File: config.mk
export PLATFORM = sky130hd
export DESIGN_NAME = sra_op_issuer
export DESIGN_NICKNAME = d
export VERILOG_FILES = /design/src/rtl/sra_issue_pkg.sv /design/src/rtl/sra_cmd_fifo.sv /design/src/rtl/sra_op_issuer.sv
export SDC_FILE = /design/constraint.sdc
export NUM_CORES = 1
export LEC_CHECK = 0
export CORE_MARGIN = 1.5
export CORE_UTILIZATION = 58
export CTS_CLUSTER_SIZE = 40
export DETAILED_ROUTE_END_ITERATION = 10
export GPL_TIMING_DRIVEN = 0
export PLACE_DENSITY = 0.8
export SLEW_MARGIN = 20
export SYNTH_ARGS = -nofsm -noshare
export SYNTH_HDL_FRONTEND = slang
export SYNTH_SLANG_ARGS = --single-unit
File: constraint.sdc
create_clock -name clk -period 4.9 [get_ports clk]
set_input_delay 1.47 -clock clk [delete_from_list [all_inputs] [get_ports clk]]
set_output_delay 1.47 -clock clk [all_outputs]
set_load 0.01 [all_outputs]
File: src/rtl/sra_issue_pkg.sv
// rtl/sra_issue_pkg.sv - shared FSM encoding and default sizes for the SRA operand issuer
package sra_issue_pkg;

    localparam int SRA_WIDTH_DEF   = 8;
    localparam int SRA_DEPTH_DEF   = 4;
    localparam int SRA_LATENCY_DEF = 2;

    typedef enum logic [1:0] {
        ST_IDLE  = 2'd0,
        ST_START = 2'd1,
        ST_WAIT  = 2'd2
    } sra_state_e;

endpackage

File: src/rtl/sra_cmd_fifo.sv
// rtl/sra_cmd_fifo.sv - synchronous operand FIFO with combinational head read
module sra_cmd_fifo #(
    parameter int DW    = 16,
    parameter int DEPTH = 4
) (
    input  logic          clk,
    input  logic          rst,
    input  logic          push_i,
    input  logic [DW-1:0] push_data_i,
    input  logic          pop_i,
    output logic [DW-1:0] pop_data_o,
    output logic          full_o,
    output logic          empty_o
);

    localparam int AW = $clog2(DEPTH);

    logic [DW-1:0] mem_q [DEPTH];
    logic [AW-1:0] wr_ptr_q;
    logic [AW-1:0] rd_ptr_q;
    logic [AW:0]   count_q;

    always_ff @(posedge clk) begin
        if (push_i) begin
            mem_q[wr_ptr_q] <= push_data_i;
        end
    end

    // Pointers wrap naturally; the extra count bit separates full from empty.
    always_ff @(posedge clk) begin
        if (rst) begin
            wr_ptr_q <= '0;
            rd_ptr_q <= '0;
            count_q  <= '0;
        end else begin
            if (push_i) wr_ptr_q <= wr_ptr_q + AW'(1);
            if (pop_i)  rd_ptr_q <= rd_ptr_q + AW'(1);
            if (push_i && !pop_i)      count_q <= count_q + (AW+1)'(1);
            else if (pop_i && !push_i) count_q <= count_q - (AW+1)'(1);
        end
    end

    assign pop_data_o = mem_q[rd_ptr_q];
    assign full_o     = (count_q == (AW+1)'(DEPTH));
    assign empty_o    = (count_q == '0);

endmodule

File: src/rtl/sra_op_issuer.sv
// rtl/sra_op_issuer.sv - feeds operand pairs to the SRA shifter one at a time and returns results in order
// Optional stats counters: define SRA_ISSUE_STATS_EN
module sra_op_issuer
    import sra_issue_pkg::*;
#(
    parameter int WIDTH       = SRA_WIDTH_DEF,
    parameter int DEPTH       = SRA_DEPTH_DEF,
    parameter int SRA_LATENCY = SRA_LATENCY_DEF
) (
    input  logic             clk,
    input  logic             rst,
    input  logic             in_valid,
    output logic             in_ready,
    input  logic [WIDTH-1:0] in_data,
    input  logic [WIDTH-1:0] in_shamt,
    output logic [WIDTH-1:0] sra_input1,
    output logic [WIDTH-1:0] sra_input2,
    output logic             sra_start,
    input  logic [WIDTH-1:0] sra_result,
    output logic             out_valid,
    input  logic             out_ready,
    output logic [WIDTH-1:0] out_result,
    output logic             busy
`ifdef SRA_ISSUE_STATS_EN
    ,
    output logic [15:0]      issued_cnt,
    output logic [15:0]      stall_cnt
`endif
);

    localparam int CW = (SRA_LATENCY > 1) ? $clog2(SRA_LATENCY) : 1;

    sra_state_e         state_q, state_d;
    logic [CW-1:0]      lat_q, lat_d;
    logic [WIDTH-1:0]   in1_q, in2_q, result_q;
    logic               start_q, out_valid_q, rdy_q;
    logic               fifo_full, fifo_empty, push, pop, capture;
    logic [2*WIDTH-1:0] fifo_head;

    // rdy_q keeps in_ready low during reset and for the first cycle after it.
    assign in_ready = rdy_q && !fifo_full;
    assign push     = in_valid && in_ready;

    sra_cmd_fifo #(
        .DW    (2*WIDTH),
        .DEPTH (DEPTH)
    ) u_fifo (
        .clk         (clk),
        .rst         (rst),
        .push_i      (push),
        .push_data_i ({in_data, in_shamt}),
        .pop_i       (pop),
        .pop_data_o  (fifo_head),
        .full_o      (fifo_full),
        .empty_o     (fifo_empty)
    );

    always_comb begin
        state_d = state_q;
        lat_d   = lat_q;
        pop     = 1'b0;
        capture = 1'b0;
        case (state_q)
            ST_IDLE: begin
                if (!fifo_empty && (!out_valid_q || out_ready)) begin
                    pop     = 1'b1;
                    state_d = ST_START;
                end
            end
            ST_START: begin
                state_d = ST_WAIT;
                lat_d   = CW'(SRA_LATENCY - 1);
            end
            ST_WAIT: begin
                if (lat_q == '0) begin
                    capture = 1'b1;
                    state_d = ST_IDLE;
                end else begin
                    lat_d = lat_q - CW'(1);
                end
            end
            default: state_d = ST_IDLE;
        endcase
    end

    // The output slot is always empty during WAIT, so capture never meets a pending result.
    always_ff @(posedge clk) begin
        if (rst) begin
            state_q     <= ST_IDLE;
            lat_q       <= '0;
            in1_q       <= '0;
            in2_q       <= '0;
            start_q     <= 1'b0;
            out_valid_q <= 1'b0;
            result_q    <= '0;
            rdy_q       <= 1'b0;
        end else begin
            state_q <= state_d;
            lat_q   <= lat_d;
            rdy_q   <= 1'b1;
            start_q <= pop;
            if (pop) begin
                {in1_q, in2_q} <= fifo_head;
            end
            if (capture) begin
                result_q    <= sra_result;
                out_valid_q <= 1'b1;
            end else if (out_valid_q && out_ready) begin
                out_valid_q <= 1'b0;
            end
        end
    end

    assign sra_input1 = in1_q;
    assign sra_input2 = in2_q;
    assign sra_start  = start_q;
    assign out_valid  = out_valid_q;
    assign out_result = result_q;
    assign busy       = (state_q != ST_IDLE) || !fifo_empty;

`ifdef SRA_ISSUE_STATS_EN
    logic [15:0] issued_q, stall_q;

    always_ff @(posedge clk) begin
        if (rst) begin
            issued_q <= '0;
            stall_q  <= '0;
        end else begin
            if (start_q)                   issued_q <= issued_q + 16'd1;
            if (out_valid_q && !out_ready) stall_q  <= stall_q + 16'd1;
        end
    end

    assign issued_cnt = issued_q;
    assign stall_cnt  = stall_q;
`endif

endmodule

After elaboration in Yosys (flattened, before gate mapping)
Memories as Yosys holds them, arrays and structs flattened. A register that Yosys moved wholly into a read port is not among the register bits. Index checks and enable logic that the tools add are counted. Widths: inputs -> output; s select.

Register bits: 21. Bits in writable memories: 64. Output and inout port bits: 28. Word-level logic and storage cells: 56. Memories kept: 1.

Memories: u_fifo.mem_q (depth 4, bits a word 16, read ports 1, clocked after Yosys merged registers in 1, write ports 1, RTL line sra_cmd_fifo.sv:18) `logic [DW-1:0] mem_q [DEPTH];`.

Add/subtract/negate cells: 5. Eq/ne operators: 5. Mux-type cells: 16. Reduce and logical (&&, ||, !) cells: 20.

Operators with widths (count): $mux 1 (10); $reduce_bool 2->1 (4); $logic_and 1x1->1 (6); $mux 3 (2); $pmux 2 s3 (1); $logic_not 1->1 (5); $add 2x1->2 const B (2); $mux 2 (2); $ne 2x2->1 const B (2); $add 3x1->3 const B (1); $eq 3x3->1 const B (1); $logic_not 3->1 (1); $sub 3x1->3 const B (1); $eq 2x1->1 const B (1); $eq 2x2->1 const B (1); $logic_not 2->1 (1); $logic_or 1x1->1 (2); $pmux 1 s2 (1); $reduce_and 2->1 (1); $sub 1x1->1 const B (1).

Depth between registers and ports, before layout
Gate-level depths: netlist (run 1).

Depth after elaboration: 8. Mapped depth: 11. Gate-level depth less buffers: 9.

Modules after synthesis
From an unflattened synthesis (run 1), not the netlist that was laid out.

Cells, all modules: 270. Area total of the unflattened synthesis: 3965.1 µm².

Modules (own cells, without submodules): sra_cmd_fifo (times used 1, cells an instance 128, area each 2775.2 µm²); sra_op_issuer (times used 1, cells an instance 142, area each 1189.9 µm²).

Worst setup path before layout (run 1)
OpenSTA, ideal clock, no wires.

Path kind: input to register. From: input port out_ready. To: register u_fifo.count_q[2]. Data arrival time: 3022 ps. Setup slack: 1808 ps. Stages on the path: 9. Path buffers: 1. Path through: nand2b_1 -> buf_4 -> nand3_2 -> ha_1 -> inv_1 -> fa_1 -> xor2_1 -> or3_1 -> a21oi_1.

Cells in the longest elaborated chain, start to end: 7.

RTL lines: start: declaration (RTL line sra_op_issuer.sv:21) `input logic out_ready,`; $logic_or 1x1->1 (*) (RTL line sra_op_issuer.sv:65) `if (!fifo_empty && (!out_valid_q || out_ready)) begin`; $logic_and 1x1->1 (*) (RTL line sra_op_issuer.sv:65); $mux 1 (*) (RTL line sra_op_issuer.sv:65); $mux 1 (*) (RTL line sra_op_issuer.sv:63) `case (state_q)`; $logic_not 1->1 (RTL line sra_cmd_fifo.sv:38) `if (push_i && !pop_i) count_q <= count_q + (AW+1)'(1);`; $logic_and 1x1->1 (RTL line sra_cmd_fifo.sv:38); $mux 3 / $reduce_bool 2->1 (equally long branches); end signal: assignment (RTL line sra_cmd_fifo.sv:38); end signal: assignment (RTL line sra_cmd_fifo.sv:39) `else if (pop_i && !push_i) count_q <= count_q - (AW+1)'(1);`; end: declaration (RTL line sra_cmd_fifo.sv:21) `logic [AW:0] count_q;`.

Mark *: on every way between the ends. The rest lies on a longest branch, timed or not. A chain may end at the register's enable or synchronous reset.

Worst setup path after layout (run 1)
From: register state_q[0]. To: output port busy.

Cells in the longest elaborated chain, start to end: 2.

RTL lines: start: declaration (RTL line sra_op_issuer.sv:33) `sra_state_e state_q, state_d;`; start signal: assignment (RTL line sra_op_issuer.sv:98) `state_q <= state_d;`; $reduce_bool 2->1 (RTL line sra_op_issuer.sv:119) `assign busy = (state_q != ST_IDLE) || !fifo_empty;`; $logic_or 1x1->1 (RTL line sra_op_issuer.sv:119); end: declaration (RTL line sra_op_issuer.sv:23) `output logic busy`.

No other way between the ends.

==> flow_metrics.py, run 1 <==
metrics = {
    "floorplan": {
        "start_util_pct": 60.1,
        "core_um2": 6790,
        "pin_count": 56,
        "design.die.area_um2": 7550,
        "num_rows": 30,
        "fp.dieW_um": 86.9,
        "dieHeight_um": 86.9,
    },
    "clock_tree": {
        "htree_levels": 3,
        "ctsHoldBuffers": 0,
        "cts_buffers": 9,
        "worst_skew_pair.late_latency_ps": 370,
        "cts_max_path_buffers": 2,
        "cts.repair.resized": 0,
        "cts_setup_buffers": 0,
        "cts_sinks": 101,
        "root_buffer": "clkbuf_8",
        "path_clk_slew_ps": 100,
        "cts_tree": "built",
    },
    "sta": {
        "clock.fmax_mhz": 270,
        "rsz0062_at_grt": "no",
        "final_hold_viol_count": 0,
        "worst_slew_pin_slew_ps": 901,
        "finalClockSkew_ps": 13.0,
        "period_minus_slack_ps": 3710,
        "maxSlewViolCount": 0,
        "finalSetupViolCount": 0,
        "setup_slack_ps": 1190,
        "post-route-period-util_pct": 75.7,
        "finalSetupTns_ps": 0,
        "slew-limit-headroom_pct": 39.9,
    },
    "logic_synthesis": {
        "ys_async_sr_fraction_pct": 0,
        "synth_top_family_by_area": "multiplexers",
        "synthAdderAreaFrac_pct": 2.94,
        "synth_top_flop_cell": "edfxtp_1",
        "synth_compound_area_share_pct": 8.28,
        "synth.area.mux_share_pct": 11.0,
        "synth-edff-count": 64,
        "synth-seq-area-share_pct": 65.2,
        "syn_area_per_cell_um2": 15.0,
        "synthXorXnorAreaFrac_pct": 0.429,
        "ys_ff_latch": 101,
        "synthSimpleGateAreaFrac_pct": 8.03,
        "yosysWarnings": 0,
        "synth_area_um2": 4080,
        "syn_inst": 273,
        "yosysUniqueCellTypes": 39,
        "synth_nets": 310,
    },
    "run_status": {
        "status": "finished clean",
    },
    "placement": {
        "placed_cells": 423,
        "placed_area_um2": 4740,
        "hpwl_um": 5070,
        "portBuffers": 54,
        "pre_cts_ws_ps": 1230,
        "gp_congestion": 0.749,
    },
    "global_route": {
        "grt_max_degree": 19,
        "gr-total-overflow": 0,
        "groute.usage.overall_pct": 22.2,
        "grt_pass1_vias": 2470,
        "grt_pass1_wl_um": 12300,
        "antenna_found_initial": 0,
    },
    "cells_and_area": {
        "fin_cells": 439,
        "insertedDiodeCount": 0,
        "area_growth_pct": 20.6,
        "fin_area_um2": 4920,
        "fin_nets": 375,
        "fillers": 478,
        "layout-drive-gt1-share_pct": 12.2,
    },
    "setup_path": {
        "crit_path_start_kind": "flop",
        "r2r_slack_ps": 2340,
        "setup.worst_path.class": "flop to output pin",
        "critPathArrivalTime_ps": 2240,
        "required_ps": 3430,
        "endpoint_kind": "output pin",
        "path_max_fanout": 10,
    },
    "pwr": {
        "ir_drop_uv": 255,
        "clkPwrFrac_pct": 19.1,
        "seqPwrFrac_pct": 43.2,
        "intPower_w": 0.00169,
        "powerDensity_nw_per_um2": 518,
        "power.switching_w": 0.000859,
        "leakage_nw": 1.68,
        "p_comb_share_pct": 37.7,
        "p_sw_share_pct": 33.7,
    },
    "route": {
        "vias": 2493,
        "detail-route-antenna-nets": 0,
        "wirelength_um": 7680,
        "vias_per_cell": 5.68,
        "avgRoutedWirePerCell_um": 17.5,
        "post-route-drc-count": 0,
        "drt_pass1_iterations": 4,
        "drtIter0Drc": 145,
    },
    "run": {
        "drv_cap": 0,
    },
    "min_path": {
        "hold_path_class": "flop to flop",
    },
}
## flip-flops by register name, indices dropped and copies added (netlist names)
signal and count:
u_fifo.mem_q 64, out_result 8, sra_input1 8, sra_input2 8
u_fifo.count_q 3, state_q 2, u_fifo.rd_ptr_q 2, u_fifo.wr_ptr_q 2
lat_q 1, out_valid 1, rdy_q 1, sra_start 1
## cells in the final DEF, fill, tap and decap left out, types with 2 or more instances in the layout
master	instances
a21oi_1	28
and2_1	4
buf_2	4
buf_4	3
clkbuf_1	8
clkbuf_8	11
clkdlybuf4s50_1	54
clkinvlp_4	2
dfxtp_1	37
edfxtp_1	64
ha_1	8
inv_1	7
inv_6	2
mux2i_1	3
mux4_1	9
mux4_2	7
nand2_1	22
nand2b_1	2
nand4_1	17
nor2_1	7
nor2b_1	3
o31ai_1	17
xor2_1	2
## synth_stat cells (4+ instances only)
master,instances,area (um^2)
o31ai_1,17,128
buf_2,4,20.0
a21oi_1,28,140
ha_1,8,100
mux4_1,9,236
mux4_2,7,158
and2_1,4,25.0
nand2_1,22,82.6
nand4_1,17,106
clkbuf_1,8,30.0
edfxtp_1,64,1920
nor2_1,7,26.3
inv_1,7,26.3
dfxtp_1,37,741
## final timing paths
check | start | endpoint | cells after the start
setup reg to reg | u_fifo.count_q[1] | u_fifo.count_q[2] | 10
setup / recovery | state_q[0] | busy | 6
hold / removal | out_result[3] | out_result[3] | 2
hold reg to reg | out_result[3] | out_result[3] | 2
## power groups by stage
stage	Sequential, W	Clock (W)	Combinational (W)
after floorplan	0.00114	0	0.000607
after global placement	0.00111	0	0.000928
after detailed placement	0.00112	0	0.000954
after CTS	0.00110	0.000493	0.000960
after global routing	0.00111	0.000529	0.00105
final	0.00110	0.000488	0.000962
## per-stage QoR
stage	util, %	hold WS [ps]	power, W
floorplan	-	455	0.00174
global placement	69.8	443	0.00204
detailed placement	69.8	448	0.00207
CTS	72.5	462	0.00255
global route	72.5	474	0.00269
finish	72.5	458	0.00255
## cell type report
cell class	count	area [um^2]	area share [%]
clock buffer	9	124	2.52
inverter	8	30.0	0.610
buffer	20	135	2.74
tap	96	120	2.44
sequential	101	2660	54.1
timing repair buffer	54	541	11.0
multi-input combinational	144	1250	25.5
clock inverter	7	57.6	1.17
## cells by family (layout without fill, tap and decap cells)
family                   Yosys count  in the layout
adder cells (fa/ha/maj)            9              9
flip-flops                       101            101
AO/OA/AOI/OAI                     51             51
buffers and inverters             28             98
multiplexers                      21             21
XOR/XNOR                           2              2
AND/OR/NAND/NOR                   61             61
## layer usage
layer	track usage [%]	vias to the layer above	part of all wire, %
met5	0	-	0
met4	10.6	0	2.4
met3	4.74	17	4.8
met2	35.2	88	48
met1	29.5	1202	45
li1	-	1186	-
## critical path, stage by stage (launching register included)
cell and delay, ps:
dfxtp_1 340, inv_1 80, ha_1 200, clkbuf_1 390
buf_2 290, nand2_1 80, clkdlybuf4s50_1 480
No activity file was read; power rests on OpenSTA's default activity.
==> run 2: changes to the inputs <==
--- a/config.mk
+++ b/config.mk
@@ -6,11 +6,11 @@
 export NUM_CORES = 1
 export LEC_CHECK = 0
 export CORE_MARGIN = 1.5
-export CORE_UTILIZATION = 58
+export CORE_UTILIZATION = 49
 export CTS_CLUSTER_SIZE = 40
 export DETAILED_ROUTE_END_ITERATION = 10
 export GPL_TIMING_DRIVEN = 0
-export PLACE_DENSITY = 0.8
+export PLACE_DENSITY = 0.71
 export SLEW_MARGIN = 20
 export SYNTH_ARGS = -nofsm -noshare
 export SYNTH_HDL_FRONTEND = slang
==> constraint.sdc (replaced) <==
create_clock -name clk -period 3.1 [get_ports clk]
set_input_delay 0.93 -clock clk [delete_from_list [all_inputs] [get_ports clk]]
set_output_delay 0.93 -clock clk [all_outputs]
set_load 0.01 [all_outputs]
==> run 2 against run 1 <==
Flip-flop and latch count did not move. Hold slack improved by 1.1 ps. Routed wire length fell by 3.9%. Largest cell class unchanged. Count of clock-buffer cells in the layout did not move. Total power rose by 61%. Cell count rose by 2.3%.
==> flow_metrics.py, run 2 (same netlist as run 1, synthesis figures left out) <==
metrics = {
    "clock_tree": {
        "cts_sinks": 101,
        "htree_levels": 3,
        "cts_buffers": 9,
        "ctsHoldBuffers": 0,
        "path_clk_slew_ps": 100,
        "worst_skew_pair.late_latency_ps": 360,
        "cts_tree": "built",
        "cts_max_path_buffers": 2,
        "root_buffer": "clkbuf_8",
    },
    "floorplan": {
        "fp.dieW_um": 94.3,
        "pin_count": 56,
        "num_rows": 33,
        "core_um2": 8130,
        "design.die.area_um2": 8890,
        "start_util_pct": 50.2,
        "dieHeight_um": 94.3,
    },
    "sta": {
        "period_minus_slack_ps": 2940,
        "post-route-period-util_pct": 94.7,
        "slew-limit-headroom_pct": 41.9,
        "rsz0062_at_grt": "no",
        "maxSlewViolCount": 0,
        "worst_slew_pin_slew_ps": 872,
        "finalClockSkew_ps": 11.4,
        "finalSetupViolCount": 0,
        "final_hold_viol_count": 0,
        "clock.fmax_mhz": 341,
        "whs_ps": 459,
    },
    "pwr": {
        "p_sw_share_pct": 32.5,
        "power.switching_w": 0.00134,
        "intPower_w": 0.00278,
        "clkPwrFrac_pct": 20.6,
        "leakage_nw": 1.69,
        "p_comb_share_pct": 37.2,
        "powerDensity_nw_per_um2": 827,
        "ir_drop_uv": 305,
        "seqPwrFrac_pct": 42.2,
    },
    "global_route": {
        "antenna_found_initial": 0,
        "grt_max_degree": 19,
        "groute.usage.overall_pct": 17.8,
        "grt_pass1_vias": 2358,
        "gr-total-overflow": 0,
        "grt_pass1_wl_um": 11700,
    },
    "cells_and_area": {
        "final_core_util_pct": 61.1,
        "area_growth_pct": 21.8,
        "layout_commonest_cell": "edfxtp_1",
        "final_cell_mix": "64 x edfxtp_1, 54 x clkdlybuf4s50_1, 37 x dfxtp_1",
        "insertedDiodeCount": 0,
        "fillers": 634,
        "layout-drive-gt1-share_pct": 12.8,
        "fin_cells": 449,
        "largest_reg_flops": 64,
        "top_register": "u_fifo.mem_q",
        "fin_nets": 376,
    },
    "route": {
        "vias_per_cell": 5.37,
        "post-route-drc-count": 0,
        "wirelength_um": 7380,
        "avgRoutedWirePerCell_um": 16.4,
        "vias": 2411,
        "detail-route-antenna-nets": 0,
        "drt_pass1_iterations": 4,
        "drtIter0Drc": 117,
    },
    "min_path": {
        "hold_path_class": "flop to flop",
    },
    "setup_path": {
        "endpoint_kind": "output pin",
        "path_max_fanout": 19,
        "startpoint": "state_q[0]",
        "worstSetupEndpoint": "busy",
        "setup.worst_path.class": "flop to output pin",
        "required_ps": 2170,
        "worstReg2RegStart": "u_fifo.count_q[1]",
        "r2r_slack_ps": 530,
        "timing.rr.end": "u_fifo.count_q[2]",
        "rr_worst_depth": 10,
        "critPathArrivalTime_ps": 2010,
        "crit_path_start_kind": "flop",
    },
    "placement": {
        "hpwl_um": 5000,
        "gp_congestion": 0.754,
        "placed_cells": 432,
        "portBuffers": 54,
    },
    "run": {
        "drv_cap": 0,
    },
    "run_status": {
        "status": "finished clean",
    },
}
run 2: cell count changes in the layout (fill, tap and decap cells not counted):
cell        previous run  this run
buf_4                  3         5
buf_2                  4         3
bufinv_16              0         1
clkbuf_1               8         7
clkbuf_2               0         1
clkinv_2               1         0
clkinv_4               1         0
clkinvlp_4             2         3
run 2: how the worst min path moves through the flow:
stage,startpoint,end,slack (ps),cells after the start
finish,out_result[6],out_result[6],460,2
global placement,out_result[1],out_result[1],440,2
global route,out_result[7],out_result[7],490,2
floorplan,state_q[1],state_q[1],450,2
detailed placement,out_result[6],out_result[6],450,2
CTS,out_result[6],out_result[6],460,2
run 2: area by class of cell:
class | instances | area (um^2) | share of cell area [%]
repair buffers | 56 | 556 | 11.2
well taps | 105 | 131 | 2.64
flip-flops and latches | 101 | 2660 | 53.6
multi-input cells | 144 | 1250 | 25.2
clock inverters | 7 | 81.3 | 1.64
clock buffers | 9 | 124 | 2.49
plain buffers | 19 | 131 | 2.64
inverters | 8 | 30.0 | 0.604
run 2: power by group through the flow:
stage               Sequential (W)  Clock (W)  Combinational [W]
floorplan                  0.00180          0           0.000959
global placement           0.00176          0            0.00148
detailed placement         0.00177          0            0.00150
CTS                        0.00174   0.000869            0.00151
global route               0.00176   0.000919            0.00167
finish                     0.00173   0.000849            0.00153
run 2: critical path: stages (launching register included):
cell and delay, ps:
dfxtp_1 370, inv_1 70, ha_1 230, clkbuf_2 280, nand2_1 150, clkdlybuf4s50_1 540
run 2: timing repair:
| item | 4_1_cts | 5_1_grt |
|---|---|---|
| endpoints found under the setup margin | 1 | 1 |
| buffers inserted | 0 | 2 |
| pin swaps | 0 | 1 |
| resized for setup | 1 | 0 |
run 2: metal layers:
layer	global-route usage [%]	part of all wire (%)	wire, um	up-vias
met5	0	0	0	-
met4	4.98	0.61	45	0
met3	4.61	4.5	333	5
met2	28.6	49	3620	64
met1	23.9	46	3370	1165
li1	-	-	-	1177
run 2: metrics by stage:
stage / instance area, um^2 / worst slack, ps / power, W / TNS [ps]
2_1_floorplan: 4080 / 548 / 0.00276 / 0
3_3_place_gp: 4750 / -1.17 / 0.00324 / -1.17
3_5_place_dp: 4750 / -43.5 / 0.00327 / -43.5
4_1_cts: 4960 / 83.1 / 0.00412 / 0
5_1_grt: 4970 / 15.7 / 0.00434 / 0
6_report: 4970 / 163 / 0.00411 / 0
